===== config.mk =====
export PLATFORM = sky130hd
export DESIGN_NAME = issue_scheduler
export DESIGN_NICKNAME = d
export VERILOG_FILES = /design/src/rtl/sched_pkg.sv /design/src/rtl/wb_port_pipe.sv /design/src/rtl/issue_scheduler.sv
export SDC_FILE = /design/constraint.sdc
export NUM_CORES = 1
export LEC_CHECK = 0
export CAP_MARGIN = 10
export CELL_PAD_IN_SITES_DETAIL_PLACEMENT = 2
export CELL_PAD_IN_SITES_GLOBAL_PLACEMENT = 2
export CORE_MARGIN = 2
export CORE_UTILIZATION = 39
export CTS_BUF_LIST = sky130_fd_sc_hd__clkbuf_8
export DETAILED_ROUTE_END_ITERATION = 8
export PLACE_DENSITY_LB_ADDON = 0.1
export REMOVE_ABC_BUFFERS = 1
export SYNTH_ARGS = -nofsm -noshare
export SYNTH_HDL_FRONTEND = slang
export SYNTH_SLANG_ARGS = --single-unit

===== constraint.sdc =====
create_clock -name reloj -period 7 [get_ports reloj]
set_input_delay 0.7 -clock reloj [delete_from_list [all_inputs] [get_ports reloj]]
set_output_delay 0.7 -clock reloj [all_outputs]
set_load 0.1 [all_outputs]

===== src/rtl/sched_pkg.sv =====
// Shared types and constants for the dual-issue scheduler: default latencies,
// writeback pipe entry, and the active-low register-file enable levels.
package sched_pkg;
    localparam int ALU_LAT_DEF = 1;
    localparam int MEM_LAT_DEF = 2;

    typedef struct packed {
        logic       valid;
        logic [4:0] addr;
    } wb_entry;

    localparam logic EN_ON  = 1'b0;
    localparam logic EN_OFF = 1'b1;
endpackage


===== src/rtl/wb_port_pipe.sv =====
// One register-file write port: a per-cycle reservation vector plus the
// writeback pipe whose head drives the port's enable and address.
module wb_port_pipe
    import sched_pkg::*;
#(
    parameter int DEPTH = MEM_LAT_DEF
) (
    input  logic       clk,
    input  logic       srst,
    input  logic       wr_en,
    input  logic [1:0] lat,
    input  logic [4:0] addr,
    output logic       free_at_lat,
    output wb_entry    head
);
    logic [DEPTH-1:0] res_reg;
    logic [DEPTH-1:0] res_next;
    logic [DEPTH-1:0] lat_sel;
    logic [DEPTH-1:0] claim;
    wb_entry          stage_reg  [DEPTH];
    wb_entry          stage_next [DEPTH];

    // Stage j holds the write that reaches the head j cycles from now, so a
    // writer with latency L enters at stage L-1 on the issue edge.
    generate
        for (genvar gi = 0; gi < DEPTH; gi++) begin : g_stage
            assign lat_sel[gi] = (lat == 2'(gi + 1));
            assign claim[gi]   = wr_en && lat_sel[gi];
            if (gi < DEPTH - 1) begin : g_mid
                assign stage_next[gi] = claim[gi] ? '{valid: 1'b1, addr: addr} : stage_reg[gi+1];
            end else begin : g_top
                assign stage_next[gi] = claim[gi] ? '{valid: 1'b1, addr: addr} : '0;
            end
        end
    endgenerate

    assign free_at_lat = ~|(res_reg & lat_sel);
    assign res_next    = (res_reg | claim) >> 1;
    assign head        = stage_reg[0];

    always_ff @(posedge clk) begin
        if (srst) begin
            res_reg <= '0;
            for (int i = 0; i < DEPTH; i++) stage_reg[i] <= '0;
        end else begin
            res_reg <= res_next;
            for (int i = 0; i < DEPTH; i++) stage_reg[i] <= stage_next[i];
        end
    end
endmodule


===== src/rtl/issue_scheduler.sv =====
// Dual-issue in-order scheduler: countdown scoreboard for RAW/WAW hazards,
// per-port write reservations, and registered writeback enables/addresses.
module issue_scheduler
    import sched_pkg::*;
#(
    parameter int ALU_LAT = ALU_LAT_DEF,
    parameter int MEM_LAT = MEM_LAT_DEF
) (
    input  logic       reloj,
    input  logic       reset,
    input  logic       V1,
    input  logic       V2,
    input  logic [4:0] SA1,
    input  logic [4:0] SB1,
    input  logic [4:0] SA2,
    input  logic [4:0] SB2,
    input  logic       UA1,
    input  logic       UB1,
    input  logic       UA2,
    input  logic       UB2,
    input  logic [4:0] DST1,
    input  logic [4:0] DST2,
    input  logic       WR1,
    input  logic       WR2,
    input  logic       MEM1,
    input  logic       MEM2,
    output logic       ISSUE1,
    output logic       ISSUE2,
    output logic       STALL,
    output logic       REG_RD1,
    output logic       REG_RD2,
    output logic       REG_WR1,
    output logic       REG_WR2,
    output logic [4:0] DIR_WRA1,
    output logic [4:0] DIR_WRA2
);
    localparam logic [1:0] L_ALU = 2'(ALU_LAT);
    localparam logic [1:0] L_MEM = 2'(MEM_LAT);

    logic [1:0]  cnt_reg  [32];
    logic [1:0]  cnt_next [32];
    logic [31:0] busy;
    logic [1:0]  lat1, lat2;
    logic        free1, free2;
    logic        ok1, ok2, raw2, waw2;
    wb_entry     head1, head2;

    assign lat1 = MEM1 ? L_MEM : L_ALU;
    assign lat2 = MEM2 ? L_MEM : L_ALU;

    assign ok1 = V1 && !(UA1 && busy[SA1]) && !(UB1 && busy[SB1])
                 && (!WR1 || (free1 && !busy[DST1]));
    assign ok2 = V2 && !(UA2 && busy[SA2]) && !(UB2 && busy[SB2])
                 && (!WR2 || (free2 && !busy[DST2]));
    assign raw2 = WR1 && ((UA2 && SA2 == DST1) || (UB2 && SB2 == DST1));
    assign waw2 = WR1 && WR2 && (DST2 == DST1);

    assign ISSUE1  = !reset && ok1;
    assign ISSUE2  = ISSUE1 && ok2 && !raw2 && !waw2 && !(MEM1 && MEM2);
    assign STALL   = !reset && V1 && !ISSUE1;
    assign REG_RD1 = ISSUE1 ? EN_ON : EN_OFF;
    assign REG_RD2 = ISSUE2 ? EN_ON : EN_OFF;

    // A fresh load of the countdown overrides the per-cycle decrement; r0 stays idle.
    generate
        for (genvar gi = 0; gi < 32; gi++) begin : g_sb
            assign busy[gi] = (cnt_reg[gi] != 2'd0);
            if (gi == 0) begin : g_zero
                assign cnt_next[gi] = 2'd0;
            end else begin : g_reg
                assign cnt_next[gi] =
                    (ISSUE1 && WR1 && DST1 == 5'(gi)) ? lat1 :
                    (ISSUE2 && WR2 && DST2 == 5'(gi)) ? lat2 :
                    busy[gi] ? cnt_reg[gi] - 2'd1 : 2'd0;
            end
        end
    endgenerate

    always_ff @(posedge reloj) begin
        if (reset) begin
            for (int r = 0; r < 32; r++) cnt_reg[r] <= 2'd0;
        end else begin
            for (int r = 0; r < 32; r++) cnt_reg[r] <= cnt_next[r];
        end
    end

    wb_port_pipe #(.DEPTH(MEM_LAT)) u_port1 (
        .clk        (reloj),
        .srst       (reset),
        .wr_en      (ISSUE1 && WR1),
        .lat        (lat1),
        .addr       (DST1),
        .free_at_lat(free1),
        .head       (head1)
    );

    wb_port_pipe #(.DEPTH(MEM_LAT)) u_port2 (
        .clk        (reloj),
        .srst       (reset),
        .wr_en      (ISSUE2 && WR2),
        .lat        (lat2),
        .addr       (DST2),
        .free_at_lat(free2),
        .head       (head2)
    );

    assign REG_WR1  = head1.valid ? EN_ON : EN_OFF;
    assign REG_WR2  = head2.valid ? EN_ON : EN_OFF;
    assign DIR_WRA1 = head1.addr;
    assign DIR_WRA2 = head2.addr;
endmodule


==> results.json, run 1 <==
{
  "status": "finished, final reports clean",
  "cts_resized": 0,
  "cts_hold_buf": 0,
  "grt_use_met3_pct": 5.11,
  "max_slew_margin_pct": 23.1,
  "hold_viol_final": 0,
  "clk_pin_slew_ns": 0.10,
  "setup_ws_ns": 1.58,
  "num_rows": 46,
  "synth-main-ff-cell": "dfxtp_1",
  "clock-root-buffer": "clkbuf_8",
  "largest_reg_flops": 62,
  "die_w_um": 132,
  "cts_buffers": 9,
  "power_leakage_nw": 2.21,
  "fmax_mhz": 185,
  "required_ns": 6.30,
  "dp_cells": 965,
  "powerDensity_nw_per_um2": 159,
  "r2r_slack_ns": 2.52,
  "io_pins": 59,
  "hp-start": "u_port2.stage_reg[0][10]",
  "final.fill_count": 1807,
  "synth-async-reset-ratio_pct": 0,
  "clock_latency_ns": 0.40,
  "synth_cell_types": 74,
  "clk_path_buf_depth": 2,
  "min_to": "u_port2.stage_reg[0][4]",
  "wire_per_inst_um": 29.3,
  "rsz0062_at_grt": "no",
  "start_kind": "primary input",
  "worst_hold_slack_ns": 0.483,
  "start_util_pct": 40.2,
  "fin_nets": 802,
  "gr-usage-all-layers_pct": 33.0,
  "synth_largest_area_cell": "dfxtp_1",
  "core_area_sq_um": 15900,
  "drcViolationCount": 0,
  "irDropWorstVdd_v": 0.0000951,
  "synthTopCellsByArea": "dfxtp_1 27%, mux4_2 12%, nor2_1 5.2%",
  "hold_depth": 2,
  "grt_start_max_net_pins": 41,
  "tns_ns": 0,
  "rr_startpoint": "cnt_reg[1][28]",
  "portBuffers": 58,
  "syn2layout_area_growth_pct": 11.2,
  "hp-class": "flop to flop",
  "cp.arrival_ns": 4.72,
  "pwr-share-seq_pct": 43.5,
  "drive_above_1_share_pct": 12.3,
  "globalplace.congestion": 0.917,
  "met2_usage_pct": 53.4,
  "overflow": 0,
  "grt_pass1_vias": 6927,
  "synthTopCellsByCount": "89 x nor2_1, 86 x dfxtp_1, 80 x nand2_1",
  "synth-edff-count": 0,
  "crit_fanout": 22,
  "ant_nets": 0,
  "syn_area_sq_um": 6400,
  "finalSetupViolCount": 0,
  "r2r_end": "cnt_reg[1][3]",
  "cts_sinks": 86,
  "yosysTopAreaCellShare_pct": 26.9,
  "die_height_um": 132,
  "grt_pass1_wl_um": 43700,
  "vias": 6603,
  "finalClockSkew_ns": 0.0152,
  "worst_setup_path_end_kind": "primary output",
  "cts_max_level": 3,
  "combPwrFrac_pct": 18.9,
  "via_per_inst": 6.72,
  "hpwl_um": 20300,
  "first_pass_iters": 5,
  "drt_iter0_markers": 575,
  "die_area_sq_um": 17500,
  "met1_usage_pct": 43.5,
  "path_class": "primary input to primary output",
  "fin_crit_sh_pct": 77.4,
  "intPower_w": 0.000771,
  "post-route-util_pct": 44.6,
  "cts_tree": "built",
  "post_cts_buffers": 0,
  "drt-total-wl_um": 28700,
  "yosysMostFrequentCell": "nor2_1",
  "top_usage_layer": "met2",
  "final_cell_count_no_fill": 982,
  "yosys_register_bits": 86,
  "dp_slack_ns": 1.63,
  "finalMaxSlewViolations": 0,
  "switching_share_pct": 31.9,
  "post-route-min-period_ns": 5.42,
  "ff2ff_path_depth": 13,
  "drv_cap": 0,
  "tightest_slew_ns": 1.15,
  "ys_warn_count": 0,
  "clockPowerShare_pct": 37.6,
  "p_sw_w": 0.000361,
  "avgSynthCellArea_sq_um": 8.46,
  "antenna_found_initial": 0,
  "synth-seq-area-share_pct": 26.9,
  "synth_cells": 757
}
[power by group through the flow]
stage	combinational, W	clock (W)	sequential [W]
2_1_floorplan	0.0000898	0	0.000509
3_3_place_gp	0.000203	0	0.000504
3_5_place_dp	0.000209	0	0.000504
4_1_cts	0.000210	0.000430	0.000493
5_1_grt	0.000224	0.000452	0.000493
6_report	0.000214	0.000426	0.000493
[how the worst max path moves through the flow]
stage          startpoint  endpoint  depth (start not counted)
6_report          DST1[1]   REG_RD1                         10
3_3_place_gp      DST1[3]   REG_RD1                         10
5_1_grt           DST1[3]   REG_RD1                         10
2_1_floorplan      SA1[2]   REG_RD2                          9
3_5_place_dp      DST1[3]   REG_RD1                         10
4_1_cts           DST1[3]   REG_RD1                         10
[cell families (layout without fill, tap and decap cells)]
group | after synthesis | in the layout | share of synthesized area (%)
compound gates | 203 | 203 | 23.6
other cells | 0 | 1 | 0
xor+xnor | 15 | 15 | 2.05
mux | 51 | 51 | 14.5
simple gates | 306 | 306 | 24.7
flops | 86 | 86 | 26.9
buf+inv | 96 | 104 | 8.21
[per-layer routing]
layer  share of wire (%)  routed length (um)  vias to the layer above
li1                    -                   -                     2840
met3                 6.3                1810                       67
met4                 3.9                1120                        0
met2                  47               13500                      290
met1                  43               12300                     3406
met5                   0                   0                        -
[stage by stage]
step | power [W] | instance area [sq um]
final | 0.00113 | 7120
after global routing | 0.00117 | 7110
after CTS | 0.00113 | 7110
after detailed placement | 0.000713 | 6880
after global placement | 0.000707 | 6880
after floorplan | 0.000599 | 5930
[final cells by class]
type                       count  area [sq um]  area share, %
multi-input combinational    575          4150           58.4
sequential                    86          1720           24.2
timing repair buffer          73           681           9.57
tap                          216           270           3.80
clock buffer                  10           138           1.93
clock inverter                 6          92.6           1.30
inverter                      15          56.3          0.791
antenna                        1          2.50         0.0352
[worst max-delay path, stage by stage]
cell	delay (ns)
clkdlybuf4s50_1	0.98
nor4b_2	0.73
a21oi_1	0.17
o221ai_1	0.12
nor3_1	0.10
nor3_2	0.37
nor3_4	0.05
buf_4	0.25
inv_2	0.09
clkdlybuf4s50_1	1.13
[cell usage in the layout, fill, tap and decap left out, types with 15 or more instances in the layout]
cell type,Yosys,final
mux4_2,33,33
clkdlybuf4s50_1,0,54
buf_4,22,18
nand2_1,80,80
o21ai_0,16,16
a22oi_1,24,24
nor2b_1,19,19
dfxtp_1,86,86
a21oi_1,44,44
o31ai_1,17,17
nor2_1,89,89
a211o_1,15,15
nor3_1,25,25
Note: power is estimated with default switching activity, not from simulation.
==> run 2, diff against run 1 <==
Settings changed: CORE_UTILIZATION 39 to 37.
Clock period 7 ns to 5.1 ns, I/O delays scaled along.
==> results.json, run 2 (same netlist as run 1, synthesis figures left out) <==
{
  "finalSetupViolCount": 0,
  "drv_cap": 0,
  "vias": 6622,
  "rr_startpoint": "cnt_reg[1][14]",
  "worstPathCellList": "clkdlybuf4s50_1, buf_4, nor4b_1, a311oi_1, a21boi_0, a2bb2oi_1, o311ai_1, nand4_2, nor2_1, inv_1, buf_12",
  "start_util_pct": 37.4,
  "r2r_end": "cnt_reg[1][21]",
  "drt_iter0_markers": 478,
  "hp-class": "flop to flop",
  "top_usage_layer": "met2",
  "clock-root-buffer": "clkbuf_8",
  "syn2layout_area_growth_pct": 12.6,
  "cts_tree": "built",
  "fmax_mhz": 220,
  "grt_pass1_vias": 6956,
  "grt_start_max_net_pins": 41,
  "max_stage_delay_ns": 0.71,
  "min_to": "u_port1.stage_reg[0][2]",
  "grt_use_met3_pct": 5.84,
  "finalMaxSlewViolations": 0,
  "drt-total-wl_um": 28600,
  "rsz0062_at_grt": "no",
  "critPathLaunch": "DST2[1]",
  "globalplace.congestion": 0.926,
  "cts_hold_buf": 0,
  "first_pass_iters": 5,
  "crit_fanout": 15,
  "fin_nets": 813,
  "post_cts_buffers": 0,
  "cp.arrival_ns": 4.04,
  "crit_family": "simple AND/OR/NAND/NOR gates",
  "cts_max_level": 3,
  "status": "finished, final reports clean",
  "hp-start": "u_port1.stage_reg[0][8]",
  "finalClockSkew_ns": 0.0112,
  "io_pins": 59,
  "num_rows": 48,
  "fin_crit_sh_pct": 89.3,
  "cp_num_buf_inv": 4,
  "antenna_found_initial": 1,
  "start_kind": "primary input",
  "cts_sinks": 86,
  "gr-usage-all-layers_pct": 31.6,
  "ff2ff_path_depth": 10,
  "die_height_um": 136,
  "final_cell_mix": "89 x nor2_1, 86 x dfxtp_1, 80 x nand2_1",
  "r2r_slack_ns": 1.02,
  "worst_setup_path_end_kind": "primary output",
  "largest_reg_flops": 62,
  "wire_per_inst_um": 28.7,
  "clock_latency_ns": 0.38,
  "cts_buffers": 9,
  "crit_slowest_cell": "clkdlybuf4s50_1",
  "drive_above_1_share_pct": 13.3,
  "required_ns": 4.59,
  "final.fill_count": 1908,
  "ant_nets": 0,
  "portBuffers": 58,
  "tightest_slew_ns": 1.01,
  "power_w": 0.00147,
  "cts_resized": 0,
  "clk_pin_slew_ns": 0.09,
  "die_w_um": 136,
  "powerDensity_nw_per_um2": 204,
  "irDropWorstVdd_v": 0.000110,
  "met2_usage_pct": 50.6,
  "clk_path_buf_depth": 2,
  "overflow": 0,
  "core_area_sq_um": 17100,
  "final_common_cell": "nor2_1",
  "post-route-min-period_ns": 4.55,
  "hold_viol_final": 0,
  "drcViolationCount": 0,
  "grt_pass1_wl_um": 43000,
  "max_slew_margin_pct": 32.2,
  "path_class": "primary input to primary output",
  "die_area_sq_um": 18400,
  "hold_depth": 2,
  "post-route-util_pct": 42.1,
  "via_per_inst": 6.64,
  "power_leakage_nw": 2.27,
  "antenna_cells": 0,
  "hpwl_um": 20400,
  "met1_usage_pct": 41.5
}
run 2: cell types whose count changed in the layout (fill, tap and decap cells not counted), moves of 2 or more:
cell | before | now
clkinvlp_4 | 2 | 0
buf_4 | 18 | 26
buf_12 | 0 | 5
clkdlybuf4s50_1 | 54 | 52
run 2: worst max path at each step:
stage,to,slack [ns],depth (start not counted)
2_1_floorplan,u_port2.stage_reg[0][4],-1.11,11
3_3_place_gp,cnt_reg[1][21],0.67,12
3_5_place_dp,cnt_reg[1][21],0.55,12
4_1_cts,REG_RD2,0.64,11
5_1_grt,REG_RD2,0.37,11
6_report,REG_RD2,0.55,11
run 2: cell type report:
class	instances	area (sq um)	share of cell area (%)
Sequential cell	86	1720	23.9
Multi-Input combinational cell	575	4150	57.6
Tap cell	225	282	3.90
Clock buffer	10	138	1.91
Inverter	15	56.3	0.781
Timing Repair Buffer	84	821	11.4
Clock inverter	3	38.8	0.538
run 2: metal layers:
layer	part of all wire [%]	wire length, um
met5	0.042	12
met3	6.8	1940
met2	46	13200
met4	4.4	1250
met1	43	12300
run 2: stage by stage:
step	cell area, sq um	setup slack (ns)	setup TNS, ns	cells	hold slack, ns
after floorplan	5930	-1.11	-2.31	676	0.430
after global placement	7030	0.673	0	985	0.441
after detailed placement	7030	0.554	0	985	0.456
after CTS	7210	0.644	0	998	0.477
after global routing	7210	0.368	0	998	0.499
final	7210	0.547	0	998	0.470
run 2: worst register-to-register path: cells and delay by family (launching register included):
| kind | cells | cell delay [ns] |
|---|---|---|
| buf+inv | 1 | 0.37 |
| mux | 2 | 0.47 |
| flops | 1 | 0.33 |
| compound gates | 3 | 0.82 |
| simple gates | 4 | 1.99 |
run 2: power by group:
group / switching (W) / leakage, nW / total (W) / internal (W)
Combinational: 0.000203 / 1.48 / 0.000304 / 0.000101
Sequential: 0.00000192 / 0.693 / 0.000676 / 0.000674
Clock: 0.000262 / 0.0953 / 0.000492 / 0.000230
Total: 0.000467 / 2.27 / 0.00147 / 0.00101
==> run 3, diff against run 2 <==
Settings changed: CORE_MARGIN 2 to not set.
==> results.json, run 3 (same netlist as run 1, synthesis figures left out) <==
{
  "antenna_found_initial": 1,
  "rsz0062_at_grt": "no",
  "finalClockSkew_ns": 0.0148,
  "wire_per_inst_um": 28.9,
  "required_ns": 4.59,
  "globalplace.congestion": 0.951,
  "io_pins": 59,
  "power_leakage_nw": 2.27,
  "portBuffers": 58,
  "fin_nets": 815,
  "post-route-min-period_ns": 4.50,
  "cts_sinks": 86,
  "cts_resized": 0,
  "clockPowerShare_pct": 31.3,
  "clock_latency_ns": 0.39,
  "syn2layout_area_growth_pct": 12.6,
  "pwr-share-seq_pct": 47.2,
  "fin_crit_sh_pct": 88.2,
  "final_area_sq_um": 7210,
  "ff2ff_path_depth": 9,
  "clk_path_buf_depth": 2,
  "first_pass_iters": 4,
  "clk_pin_slew_ns": 0.09,
  "cts_buffers": 9,
  "drcViolationCount": 0,
  "crit_family": "buffers and inverters",
  "overflow": 0,
  "tightest_slew_ns": 0.994,
  "post_cts_buffers": 0,
  "drv_cap": 0,
  "irDropWorstVdd_v": 0.0000970,
  "num_rows": 47,
  "crit_slowest_cell": "clkdlybuf4s50_1",
  "combPwrFrac_pct": 21.5,
  "intPower_w": 0.000950,
  "switching_share_pct": 33.7,
  "via_per_inst": 6.61,
  "setup_ws_ns": 0.599,
  "max_slew_margin_pct": 33.6,
  "cp.arrival_ns": 3.99,
  "largest_reg_flops": 62,
  "powerDensity_nw_per_um2": 199,
  "vias": 6590,
  "path_class": "primary input to primary output",
  "drive_above_1_share_pct": 13.9,
  "hpwl_um": 21200,
  "fmax_mhz": 222,
  "max_stage_delay_ns": 0.98,
  "tns_ns": 0,
  "cp_num_buf_inv": 4,
  "worst_setup_path_end_kind": "primary output",
  "drt-total-wl_um": 28800,
  "die_height_um": 134,
  "finalMaxSlewViolations": 0,
  "start_util_pct": 38.2,
  "worstSetupPathDepth": 11,
  "cts_hold_buf": 0,
  "cts_tree": "built",
  "final_common_cell": "nor2_1",
  "worstPathCellList": "clkdlybuf4s50_1, nand2b_1, nand2b_1, o221ai_1, nor3_1, nor3_2, nor3_4, inv_2, nor2_1, inv_1, buf_12",
  "cp_common_cell": "nand2b_1",
  "start_kind": "primary input",
  "hold_depth": 2,
  "clock-root-buffer": "clkbuf_8",
  "ant_nets": 0,
  "p_sw_w": 0.000482,
  "post_dp_cell_area_sq_um": 7040,
  "die_w_um": 134,
  "grt_pass1_vias": 7048,
  "status": "finished, final reports clean",
  "die_area_sq_um": 17800,
  "hp-class": "flop to flop",
  "antenna_cells": 0,
  "dp_slack_ns": 0.481,
  "crit_fanout": 17,
  "drt_iter0_markers": 449,
  "grt_start_max_net_pins": 44,
  "core_area_sq_um": 16800,
  "finalSetupViolCount": 0,
  "cts_max_level": 3,
  "final_cell_mix": "89 x nor2_1, 86 x dfxtp_1, 80 x nand2_1",
  "final.fill_count": 1864,
  "gr-usage-all-layers_pct": 33.0,
  "grt_pass1_wl_um": 43500,
  "hold_viol_final": 0
}
[run 3: power groups by stage]
stage | clock (W) | sequential [W] | combinational [W]
final | 0.000449 | 0.000676 | 0.000308
after CTS | 0.000457 | 0.000676 | 0.000304
after global placement | 0 | 0.000692 | 0.000294
after floorplan | 0 | 0.000698 | 0.000123
after detailed placement | 0 | 0.000692 | 0.000303
after global routing | 0.000479 | 0.000677 | 0.000322
[run 3: metal layers]
layer  vias to the layer above  wire length (um)  track usage [%]
li1                       2858                 -                -
met1                      3381             12300             41.5
met2                       271             13600             54.4
met3                        78              1860             5.97
met4                         2              1110             15.8
met5                         -                15                0
[run 3: area by class of cell]
type / count / area [sq um] / share of cell area (%)
tap: 220 / 275 / 3.82
clock inverter: 6 / 40.0 / 0.556
inverter: 15 / 56.3 / 0.781
timing repair buffer: 86 / 836 / 11.6
clock buffer: 9 / 124 / 1.72
sequential: 86 / 1720 / 23.9
multi-input combinational: 575 / 4150 / 57.6
[run 3: per-stage QoR]
| step | power [W] | hold WS (ns) | util (%) | cells |
|---|---|---|---|---|
| 2_1_floorplan | 0.000822 | 0.430 | - | 676 |
| 4_1_cts | 0.00144 | 0.472 | 43.0 | 997 |
| 3_5_place_dp | 0.000995 | 0.459 | 42.0 | 982 |
| 5_1_grt | 0.00148 | 0.509 | 43.0 | 997 |
| 3_3_place_gp | 0.000985 | 0.443 | 42.0 | 982 |
| 6_report | 0.00143 | 0.476 | 43.0 | 997 |
[run 3: path summary, 6_finish.rpt]
check                                        startpoint  slack [ns]                       to
worst min-delay path            u_port1.stage_reg[0][9]        0.48  u_port1.stage_reg[0][3]
worst min register to register  u_port1.stage_reg[0][9]        0.48  u_port1.stage_reg[0][3]
worst max-delay path                            DST1[0]        0.60                  REG_RD2
worst max register to register           cnt_reg[1][28]        0.87           cnt_reg[1][25]
[run 3: worst min-delay path, cell delays in order (launching register included)]
cell	delay, ns
dfxtp_1	0.32
mux2i_1	0.06
nor2_1	0.07
